File: config.mk
export PLATFORM = sky130hd
export DESIGN_NAME = mbus_arbiter
export DESIGN_NICKNAME = d
export VERILOG_FILES = /design/src/rtl/mbus_arbiter_pkg.sv /design/src/rtl/mbus_arbiter_rr_pick.sv /design/src/rtl/mbus_arbiter.sv
export SDC_FILE = /design/constraint.sdc
export NUM_CORES = 1
export LEC_CHECK = 0
export BUFFER_PORTS_ARGS = -buffer_cell sky130_fd_sc_hd__buf_2
export CAP_MARGIN = 20
export CORE_AREA = 4 4 130 132
export DETAILED_ROUTE_END_ITERATION = 7
export DIE_AREA = 0 0 134 136
export SYNTH_ARGS = -nofsm -noshare
export SYNTH_HDL_FRONTEND = slang
export SYNTH_SLANG_ARGS = --single-unit
File: constraint.sdc
create_clock -name clk -period 5.9 [get_ports clk]
set_clock_uncertainty 0.05 [all_clocks]
set_input_delay 0.59 -clock clk [delete_from_list [all_inputs] [get_ports clk]]
set_output_delay 0.59 -clock clk [all_outputs]
set_load 0.01 [all_outputs]
File: src/rtl/mbus_arbiter_pkg.sv
// Shared definitions for the memory-bus arbiter: FSM state codes and the
// master-count bound that sizes the owner debug port.
package mbus_arbiter_pkg;

    typedef enum logic {
        ARB_IDLE   = 1'b0,
        ARB_LOCKED = 1'b1
    } arb_state_t;

    localparam int MAX_MASTERS = 8;
    localparam int OWNER_W     = $clog2(MAX_MASTERS);

    // Pointer advance with an explicit wrap compare so NREQ need not be a power of two.
    function automatic int wrap_inc(input int idx, input int n);
        return (idx == n - 1) ? 0 : idx + 1;
    endfunction

endpackage

File: src/rtl/mbus_arbiter_rr_pick.sv
// Round-robin picker: first requester at or after ptr, wrapping N-1 -> 0.
// Purely combinational so it can be reused by other request arbiters.
module rr_pick #(
    parameter int N  = 3,
    parameter int PW = $clog2(N)
) (
    input  logic [N-1:0]  req,
    input  logic [PW-1:0] ptr,
    output logic [N-1:0]  gnt,
    output logic [PW-1:0] idx,
    output logic          any
);

    always_comb begin
        int pos;
        gnt = '0;
        idx = '0;
        any = 1'b0;
        pos = 0;
        for (int off = 0; off < N; off++) begin
            pos = int'(ptr) + off;
            if (pos >= N) pos = pos - N;
            if (!any && req[PW'(pos)]) begin
                any            = 1'b1;
                gnt[PW'(pos)]  = 1'b1;
                idx            = PW'(pos);
            end
        end
    end

endmodule

File: src/rtl/mbus_arbiter.sv
// Per-cycle arbiter sharing one processor memory bus between NREQ masters,
// with optional master-0 priority, bounded lock bursts and read-valid strobes.
//
//   state      | meaning
//   ARB_IDLE   | round-robin (or master-0 priority) pick every cycle
//   ARB_LOCKED | lk_idx keeps the bus while it requests+locks, up to LOCK_MAX cycles
module mbus_arbiter
    import mbus_arbiter_pkg::*;
#(
    parameter int WIDTH    = 32,
    parameter int NREQ     = 3,
    parameter int PRIO0    = 0,
    parameter int READ_LAT = 1,
    parameter int LOCK_MAX = 8
) (
    input  logic                    clk,
    input  logic                    reset,
    input  logic [NREQ-1:0]         m_req,
    input  logic [NREQ-1:0]         m_lock,
    input  logic [NREQ-1:0]         m_wen,
    input  logic [NREQ*WIDTH-1:0]   m_addr,
    input  logic [NREQ*WIDTH-1:0]   m_dout,
    output logic [NREQ-1:0]         m_gnt,
    output logic [NREQ-1:0]         m_rvalid,
    output logic [WIDTH-1:0]        m_din,
    output logic [WIDTH-1:0]        bus_aout,
    output logic [WIDTH-1:0]        bus_dout,
    output logic                    bus_wen,
    input  logic [WIDTH-1:0]        bus_din,
    output logic [OWNER_W-1:0]      owner
);

    localparam int PW = $clog2(NREQ);
    localparam int CW = $clog2(LOCK_MAX + 1);

    arb_state_t        state, state_nxt;
    logic [PW-1:0]     ptr, ptr_nxt;
    logic [PW-1:0]     lk_idx, lk_idx_nxt;
    logic [CW-1:0]     lock_cnt, lock_cnt_nxt;
    logic [OWNER_W-1:0] owner_q;

    logic [NREQ-1:0]   rr_gnt, gnt;
    logic [PW-1:0]     rr_idx, gidx;
    logic              rr_any, gany;
    logic              hold;

    rr_pick #(.N(NREQ), .PW(PW)) u_rr_pick (
        .req (m_req),
        .ptr (ptr),
        .gnt (rr_gnt),
        .idx (rr_idx),
        .any (rr_any)
    );

    // Ptr already points past lk_idx while locked, so an exit cycle arbitrates from g+1.
    assign hold = (state == ARB_LOCKED) && m_req[lk_idx] && m_lock[lk_idx]
                  && (lock_cnt < CW'(LOCK_MAX));

    always_comb begin
        gnt          = '0;
        gidx         = '0;
        gany         = 1'b0;
        state_nxt    = state;
        ptr_nxt      = ptr;
        lk_idx_nxt   = lk_idx;
        lock_cnt_nxt = lock_cnt;
        if (hold) begin
            gnt[lk_idx]  = 1'b1;
            gidx         = lk_idx;
            gany         = 1'b1;
            lock_cnt_nxt = lock_cnt + CW'(1);
        end else begin
            if (PRIO0 != 0 && m_req[0]) begin
                gnt[0] = 1'b1;
                gidx   = '0;
                gany   = 1'b1;
            end else begin
                gnt  = rr_gnt;
                gidx = rr_idx;
                gany = rr_any;
            end
            state_nxt    = ARB_IDLE;
            lock_cnt_nxt = '0;
            if (gany) begin
                ptr_nxt = PW'(wrap_inc(int'(gidx), NREQ));
                if (m_lock[gidx]) begin
                    state_nxt    = ARB_LOCKED;
                    lock_cnt_nxt = CW'(1);
                    lk_idx_nxt   = gidx;
                end
            end
        end
    end

    always_ff @(posedge clk or posedge reset) begin
        if (reset) begin
            state    <= ARB_IDLE;
            ptr      <= '0;
            lk_idx   <= '0;
            lock_cnt <= '0;
            owner_q  <= '0;
        end else begin
            state    <= state_nxt;
            ptr      <= ptr_nxt;
            lk_idx   <= lk_idx_nxt;
            lock_cnt <= lock_cnt_nxt;
            if (gany) owner_q <= OWNER_W'(gidx);
        end
    end

    always_comb begin
        bus_aout = '0;
        bus_dout = '0;
        for (int i = 0; i < NREQ; i++) begin
            if (gnt[i]) begin
                bus_aout = bus_aout | m_addr[i*WIDTH +: WIDTH];
                bus_dout = bus_dout | m_dout[i*WIDTH +: WIDTH];
            end
        end
    end

    assign bus_wen = |(gnt & m_wen);
    assign m_gnt   = gnt;
    assign m_din   = bus_din;
    assign owner   = gany ? OWNER_W'(gidx) : owner_q;

    generate
        if (READ_LAT == 0) begin : g_rv_comb
            assign m_rvalid = gnt & ~m_wen;
        end else begin : g_rv_reg
            logic [NREQ-1:0] rvalid_q;
            always_ff @(posedge clk or posedge reset) begin
                if (reset) rvalid_q <= '0;
                else       rvalid_q <= gnt & ~m_wen;
            end
            assign m_rvalid = rvalid_q;
        end
    endgenerate

endmodule

==> results of run 1 <==
==> metal layers <==
layer	vias up	wire, µm	part of all wire (%)	track usage, %
met3	16	1732	13	4.774
met5	-	13	0.098	0
li1	1624	-	-	-
met1	1555	4962	37	15.12
met4	2	197	1.5	2.229
met2	236	6350	48	21.17
==> registers in the layout, summed over array words and instances (netlist names) <==
name / flops
ptr: 2
lk_idx: 2
state: 1
m_rvalid: 3
lock_cnt: 4
owner_q: 3
==> kinds of logic after synthesis <==
kind of cell | Yosys count | share of synthesized area [%]
flops | 15 | 14.64
xor+xnor | 1 | 0.3417
mux | 6 | 2.343
buf+inv | 74 | 17.86
compound gates | 103 | 36.55
fa+ha+maj | 5 | 2.440
simple gates | 112 | 25.82
==> path summary, 6_finish.rpt <==
| kind | startpoint | endpoint | slack (ns) | cells after the start |
|---|---|---|---|---|
| setup / recovery | ptr[1]$_DFFE_PP0P_ | bus_dout[1] | 1.52 | 10 |
| hold / removal | reset | m_rvalid[2]$_DFF_PP0_ | 0.35 | 2 |
| hold reg to reg | lock_cnt[0]$_DFF_PP0_ | lock_cnt[0]$_DFF_PP0_ | 0.46 | 1 |
| setup reg to reg | ptr[1]$_DFFE_PP0P_ | m_rvalid[1]$_DFF_PP0_ | 2.96 | 8 |
| min in group clk | m_wen[2] | m_rvalid[2]$_DFF_PP0_ | 0.46 | 2 |
| max in group asynchronous | reset | m_rvalid[0]$_DFF_PP0_ | 5.07 | 2 |
==> Yosys cell counts, types with 4 or more instances <==
cell type   n  share of area [%]
a21oi_1     7                1.4
a221o_1    65                 25
buf_2      15                2.9
buf_4      33                9.7
buf_6       5                2.2
clkbuf_1    8                1.2
dfrtp_1    15                 15
ha_1        5                2.4
inv_1      13                1.9
mux2i_1     6                2.3
nand2_1    12                1.8
nand4_1     4               0.98
nor2_1     12                1.8
nor2b_1    65                 16
o21ai_0     4               0.78
==> layout make-up <==
| cell class | instances | area, µm² |
|---|---|---|
| multi-input combinational | 227 | 1754 |
| inverter | 13 | 48.80 |
| clock buffer | 4 | 78.83 |
| fill | 1743 | 11730 |
| tap | 216 | 270.3 |
| timing repair buffer | 281 | 1451 |
| sequential | 15 | 375.4 |
==> critical path, cell delays in order (launching register included) <==
cell and delay [ns]:
dfrtp_1 0.39, inv_1 0.10, ha_1 0.47, nor2b_1 0.14, or3_1 0.39, o221a_1 0.24
a211o_1 0.31, nand2_2 0.51, buf_4 0.48, a221o_1 0.27, buf_2 0.14
==> metrics by stage <==
step / worst slack (ns) / total power, W / cells
final: 1.521 / 0.002529 / 756
after global routing: 1.322 / 0.002735 / 756
after CTS: 1.545 / 0.002544 / 755
after detailed placement: 1.585 / 0.002407 / 751
after global placement: 1.709 / 0.002396 / 751
after floorplan: 2.913 / 0.001682 / 316
==> power groups by stage <==
stage / logic, W / clock network [W] / registers, W
after detailed placement: 0.00224 / 0 / 0.000170
after CTS: 0.00224 / 0.000132 / 0.000168
after global routing: 0.00242 / 0.000138 / 0.000173
after floorplan: 0.00152 / 0 / 0.000163
after global placement: 0.00223 / 0 / 0.000167
final: 0.00223 / 0.000130 / 0.000169
==> placed cells by master, fill, tap and decap left out, types with 2 or more instances in the layout <==
master     instances
clkbuf_16          3
dfrtp_1           15
nor3b_1            2
buf_2            276
a32oi_1            2
a221o_1           65
a22oi_1            3
inv_1             13
and2b_1            3
nor2_1            12
o21ai_0            4
nand4_1            4
a21oi_1            7
a221oi_2           2
mux2i_1            5
ha_1               5
o21ai_1            2
and3_1             3
nand3b_1           2
nor2b_1           65
a31oi_1            2
o21a_1             2
or3_1              2
nand2_1           11
buf_4              3
==> run metrics, run 1 <==
# DRC 0; HP Class input port to async pin; internal power ~0.0012 W; port bufs approximately 280; number of iterations in the first detailed-routing pass 5; unrepaired setup endpoints after global routing false; hold_ws between 0.3 and 0.4 ns; vias in the first global route approximately 3200; largest net degree at the start of global routing 49; Antenna diodes 0; post-CTS setup buffers 0; clock latency on the worst-skew pair 0.24 ns; Critical Path Sink Type output pin; status complete, no violations; clk slew on worst S/H paths approximately 0.050 ns; Crit path arrival time ~3.7 ns; Rows 46; dpl cell area roughly 3900 µm²; CP required 5.26 ns; CP Max Fanout 37; Die Wd roughly 130 µm; Final min period ~4.4 ns; average wire per standard cell ~18 µm; CTS tree built; Core Util, Final between 20% and 30%; htree depth 1; Starting Density between 10% and 20%; Routed Antenna Nets 0; vias 3433; final setup TNS 0 ns; Fmax between 200 and 250 MHz; register area share after synthesis between 10 and 15%; Layout Nets a little under 800; crit path launch type register; period utilisation layout 74.22%; power share of the sequential group under 10%; critical path class register to output pin; layout cell share with drive strength beyond 1 a little over half; Synth warnings 0; Post-Syn Instances around 320; first-pass GRT wire length 18020 µm; die height between 100 and 150 µm; net switching power ~0.0013 W; Leak between 2 and 2.5 nW; DRT Wirelength around 13000 µm; count of unique library cells instantiated by Yosys 48; Syn Std Cell Area approximately 2600 µm²; total core area 15710 µm²; Max-slew headroom between 30% and 40%; Root Buffer clkbuf_16; Final HPWL DP between 10000 and 15000 µm; Post-synth EDFFs 0; TritonCTS buffer count 3; design area just under 4000 µm²; cts-stage hold buffer count 0; Comb power frac 88.2%; initial antenna violation count 1; syn nets around 560; Sink Count 15; Max-cap violations 0; Vias/cell 4.541; worst vdd ir 256.6 µV; Mapped Avg Cell Area 8.113 µm²; post-cts sizing count 0; Setup Viol. Count Final 0; Final Hold Viols 0; full die area about 18000 µm²; net switching fraction of the power a little over half; asr flop ratio synth 100.0%; GRT Total Usage approximately an eighth; fin. max-slew vios 0; Max clock buf depth 2; clock network power share between 5 and 6%; gpl congestion ~0.8; Layout area overhead 55.20%; worst slew pin tran 1.018 ns; Post-synth top flop dfrtp_1; GRT overflow 0; Power per Cell Area around 640 nW/µm²; Boundary Pins 341; Yosys reg bits 15; 1st-iter DRT viols approximately 220
No activity file was read; power rests on OpenSTA's default activity.
==> run 2: changes to the inputs <==
clock period = 3.8 ns   (was 5.9 ns; I/O delays follow)
==> run 2 against run 1 <==
  * Flip-flop and latch count stayed put
  * Global-route usage is 0.27 points higher
  * Critical endpoint is now bus_dout[2]
  * Via count is 0.26% lower
  * Critical path depth stayed put
  * Largest power group unchanged
  * Register-to-register slack worse by 1.7 ns
  * Sequential share of layout area hardly changed
  * Sequential power is 54% higher
==> run metrics, run 2 (same netlist as run 1, synthesis figures left out) <==
post-cts sizing count 0; crit path launch type register; average wire per standard cell 17.53 µm; 1st-iter DRT viols about 180; vias in the first global route 3233; status complete, no violations; TritonCTS buffer count 3; Largest Register lock_cnt; Antenna diodes 0; vias about 3400; Leak approximately 2.1 nW; area of the multi-input gates between 1500 and 2000 µm²; unrepaired setup endpoints after global routing false; period utilisation layout ~92%; Layout Nets slightly below 800; Boundary Pins between 300 and 400; gpl congestion roughly 0.76; filler instances ~1800; clk slew on worst S/H paths 0.05 ns; commonest cells after routing, fill and taps aside 276 x buf_2, 65 x nor2b_1, 65 x a221o_1, 15 x dfrtp_1, 13 x inv_1; Sink Count 15; Layout area overhead 55.00%; Setup Viol. Count Final 0; cts-stage hold buffer count 0; Root Buffer clkbuf_16; fin. max-slew vios 0; pre-CTS WS between 0.4 and 0.5 ns; port bufs between 200 and 300; R2R depth 8; Vias/cell around 4.5; Routed Antenna Nets 0; non-filler instance count after layout 759; CP Max Fanout 40; clock latency on the worst-skew pair around 0.24 ns; post-CTS setup buffers 0; CTS tree built; number of iterations in the first detailed-routing pass 4; # DRC 0; Final min period approximately 3.5 ns; DP Cell Count between 700 and 800; Starting Density 16.32%; crit-path cells inv_1 -> ha_2 -> nand2_1 -> or3_1 -> o221a_1 -> a211o_1 -> nand2_2 -> buf_4 -> a221o_1 -> buf_2; Rows 46; commonest non-fill, non-tap cell in the layout buf_2; biggest cell delay along the critical path around 0.48 ns; HP Class input port to async pin; Power per Cell Area 976.3 nW/µm²; Final HPWL DP around 11000 µm; Die Wd 134 µm; largest net degree at the start of global routing 46; FF+latch area ~380 µm²; first-pass GRT wire length around 18000 µm; final worst slack 0.3193 ns; worst vdd ir ~620 µV; Critical Path Sink Type output pin; layout cell share with drive strength beyond 1 54.33%; critical path class register to output pin; die height between 100 and 150 µm; GRT Total Usage 12.71%; reg-to-reg endpoint lk_idx[1]$_DFFE_PP0P_; Max-slew headroom 61.55%; Crit Reg-Reg Startpoint ptr[1]$_DFFE_PP0P_; Final Hold Viols 0; total core area between 15000 and 20000 µm²; GRT overflow 0; DRT Wirelength between 10000 and 15000 µm; final setup TNS 0 ns; Fmax 287.3 MHz; R2R Setup Slk about 1.2 ns; CP required approximately 3.4 ns; full die area 18220 µm²; Slowest cell on crit path ha_2; Max clock buf depth 2; Max-cap violations 0; Largest register FFs 4; htree depth 1; worst slew pin tran just under 0.6 ns; worst setup path startpoint ptr[0]$_DFFE_PP0P_; Crit path arrival time approximately 3.1 ns; initial antenna violation count 1
==> run 2: changes by cell type in the layout (fill, tap and decap cells not counted), sizes merged <==
cell / before / now
buf: 281 / 284
==> run 2: through the flow <==
step	hold WS [ns]	power [W]	util (%)	area [µm²]
after floorplan	0.2315	0.002611	-	2564
after global routing	0.1971	0.004199	25.29	3974
after CTS	0.1596	0.003917	25.26	3969
final	0.1424	0.003879	25.29	3974
after global placement	0.4080	0.003690	24.76	3890
after detailed placement	0.4132	0.003716	24.76	3890
==> run 2: critical path: cells and delay by family, from the launching register on <==
kind	cells	cell delay, ns
flip-flops	1	0.38
AO/OA/AOI/OAI	3	0.82
AND/OR/NAND/NOR	3	0.48
adder cells (fa/ha/maj)	1	0.48
buffers and inverters	3	0.62
==> run 2: layer usage <==
metal	share of wire, %	track usage [%]	vias up
li1	-	-	1631
met3	11	4.404	24
met1	40	16.18	1536
met4	2.6	3.371	2
met5	0.075	0	-
met2	47	20.52	231
==> run 2: power breakdown <==
group	switching, W	internal [W]	leakage (nW)
Combinational	0.00192	0.00150	1.83
Sequential	0.0000401	0.000221	0.195
Clock	0.0000568	0.000141	0.0382
Total	0.00202	0.00186	2.06
==> run 2: final cells by class <==
cell class	instances	share of cell area [%]
tap	216	6.801
sequential	15	9.446
multi-input combinational	227	44.27
clock buffer	4	1.984
inverter	13	1.228
timing repair buffer	284	36.27
==> run 2: worst max-delay path by stage <==
stage | to | slack [ns] | depth (start not counted)
detailed placement | bus_dout[2] | 0.42 | 10
CTS | bus_dout[2] | 0.17 | 10
finish | bus_dout[2] | 0.32 | 10
floorplan | bus_aout[0] | 1.17 | 11
global placement | bus_dout[2] | 0.48 | 10
global route | bus_dout[2] | 0.09 | 10
==> run 3: changes to the inputs <==
BUFFER_PORTS_ARGS = default   (was -buffer_cell sky130_fd_sc_hd__buf_2)
DONT_BUFFER_PORTS = 1   (was default)
==> run 3 against run 2 <==
  * Via count decreased by 25%
  * Flip-flop and latch count unchanged
  * Cell count decreased by 37%
  * Global-route usage decreased by 0.68 points
  * Core utilization decreased by 8.9 points
  * Sequential share of layout area increased by 5.1 points
  * First-iteration DRC count increased by 49%
  * Power decreased by 17%
  * Sequential power increased by 2%
  * Setup slack got worse by 0.12 ns
  * Die area unchanged
  * Highest routed layer is now met4
==> run metrics, run 3 (same netlist as run 1, synthesis figures left out) <==
die height roughly 140 µm; Final Hold Viols 0; Leak a little over 0.9 nW; Sink Count 15; worst vdd ir roughly 430 µV; Rows 46; full die area 18220 µm²; clk slew on worst S/H paths 0.05 ns; global routing met2 resource utilization just over 20%; 1st-iter DRT viols between 200 and 300; Final HPWL DP 10780 µm; gpl congestion around 0.86; Vias/cell 5.315; vias in the first global route approximately 2500; status complete, no violations; Slowest cell on crit path ha_1; htree depth 1; GRT busiest layer met2; worst slew pin tran 0.6045 ns; cts-stage hold buffer count 0; routing usage on met3 ~4.6%; filler instances between 1500 and 2000; Final min period 3.600 ns; first-pass GRT wire length 16490 µm; Boundary Pins 341; Layout area overhead 0.5855%; DP Cell Count 476; CP required ~3.4 ns; Antenna diodes 0; commonest cells after routing, fill and taps aside 65 x nor2b_1, 65 x a221o_1, 15 x dfrtp_1, 13 x inv_1, 12 x nor2_1; Setup Viol. Count Final 0; non-filler instance count after layout 480; Fmax between 200 and 300 MHz; DRT Wirelength ~13000 µm; Root Buffer clkbuf_16; vias about 2600; # DRC 0; TritonCTS buffer count 3; CP Buf/Inv Count 2; GR Util met1 between 10 and 15%; Critical Path Sink Type output pin; Routed Antenna Nets 0; Top Family by Delay on Critical Path compound AO/OA/AOI/OAI gates; Max-cap violations 0; Layout Nets around 500; average wire per standard cell between 20 and 30 µm; Die Wd roughly 130 µm; crit-path cells inv_1 -> ha_1 -> nor2b_1 -> or3_1 -> o221a_1 -> a211o_1 -> nand2_2 -> buf_4 -> a221o_1; CP Max Fanout 40; Largest register FFs 4; Max clock buf depth 2; largest net degree at the start of global routing just under 70; post-cts sizing count 0; final setup TNS 0 ns; total core area about 16000 µm²; HP Class input port to async pin; critical path class register to output pin; initial antenna violation count 0; Power per Cell Area 1247 nW/µm²; CTS tree built; clock latency on the worst-skew pair 0.25 ns; crit path launch type register; Starting Density between 15 and 20%; CP Depth 9; period utilisation layout a little over nine tenths; Max-slew headroom between 50% and 60%; GRT overflow 0; post-CTS setup buffers 0; GRT Total Usage 12.03%; number of iterations in the first detailed-routing pass 5; layout cell share with drive strength beyond 1 roughly 5.7%; unrepaired setup endpoints after global routing false; R2R depth 7; port bufs 0; Largest Register lock_cnt; dpl cell area about 2500 µm²; design area 2579 µm²; fin. max-slew vios 0; biggest cell delay along the critical path ~0.47 ns; Crit path arrival time 3.17 ns
run 3: changes by cell type in the layout (fill, tap and decap cells not counted), sizes merged:
cell / change
clkinv: +1
clkbuf: -1
buf: -279
run 3: report_power, final:
part | internal (W) | switching (W) | total, W
registers | 0.000221 | 0.0000450 | 0.000266
logic | 0.000973 | 0.00177 | 0.00274
clock network | 0.000141 | 0.0000704 | 0.000211
run 3: area by class of cell:
cell class                      instances  area [µm²]  share of cell area [%]
Sequential cell                        15       375.4                   14.56
Inverter                               13       48.80                   1.892
Timing Repair Buffer                    5       50.05                   1.941
Clock buffer                            3       75.07                   2.911
Multi-Input combinational cell        227        1754                   68.03
Clock inverter                          1       5.005                  0.1941
Tap cell                              216       270.3                   10.48
run 3: path summary, 6_finish.rpt:
| check | start | endpoint | slack (ns) |
|---|---|---|---|
| worst max-delay path | ptr[1]$_DFFE_PP0P_ | bus_dout[2] | 0.20 |
| worst min-delay path | reset | m_rvalid[1]$_DFF_PP0_ | 0.03 |
| worst max register to register | ptr[1]$_DFFE_PP0P_ | owner_q[1]$_DFF_PP0_ | 0.91 |
| worst min register to register | lock_cnt[0]$_DFF_PP0_ | lock_cnt[0]$_DFF_PP0_ | 0.47 |
| max in group asynchronous | reset | m_rvalid[0]$_DFF_PP0_ | 3.27 |
| min in group clk | m_wen[2] | m_rvalid[2]$_DFF_PP0_ | 0.14 |
run 3: per-stage QoR:
step           setup slack, ns  hold WS (ns)  utilization (%)  power, W
2_1_floorplan            1.170        0.2315                -  0.002611
3_3_place_gp            0.6119        0.3071            15.90  0.002938
3_5_place_dp            0.4567        0.3248            15.90  0.003019
4_1_cts                 0.1732       0.05743            16.41  0.003238
5_1_grt                0.03547       0.08714            16.41  0.003434
6_report                0.1999       0.03449            16.41  0.003216
run 3: metal layers:
layer | wire (µm) | share of wire [%] | vias up
met5 | 0 | 0 | -
met4 | 295 | 2.3 | 0
met3 | 1487 | 12 | 19
met2 | 6271 | 49 | 252
met1 | 4663 | 37 | 1214
li1 | - | - | 1066
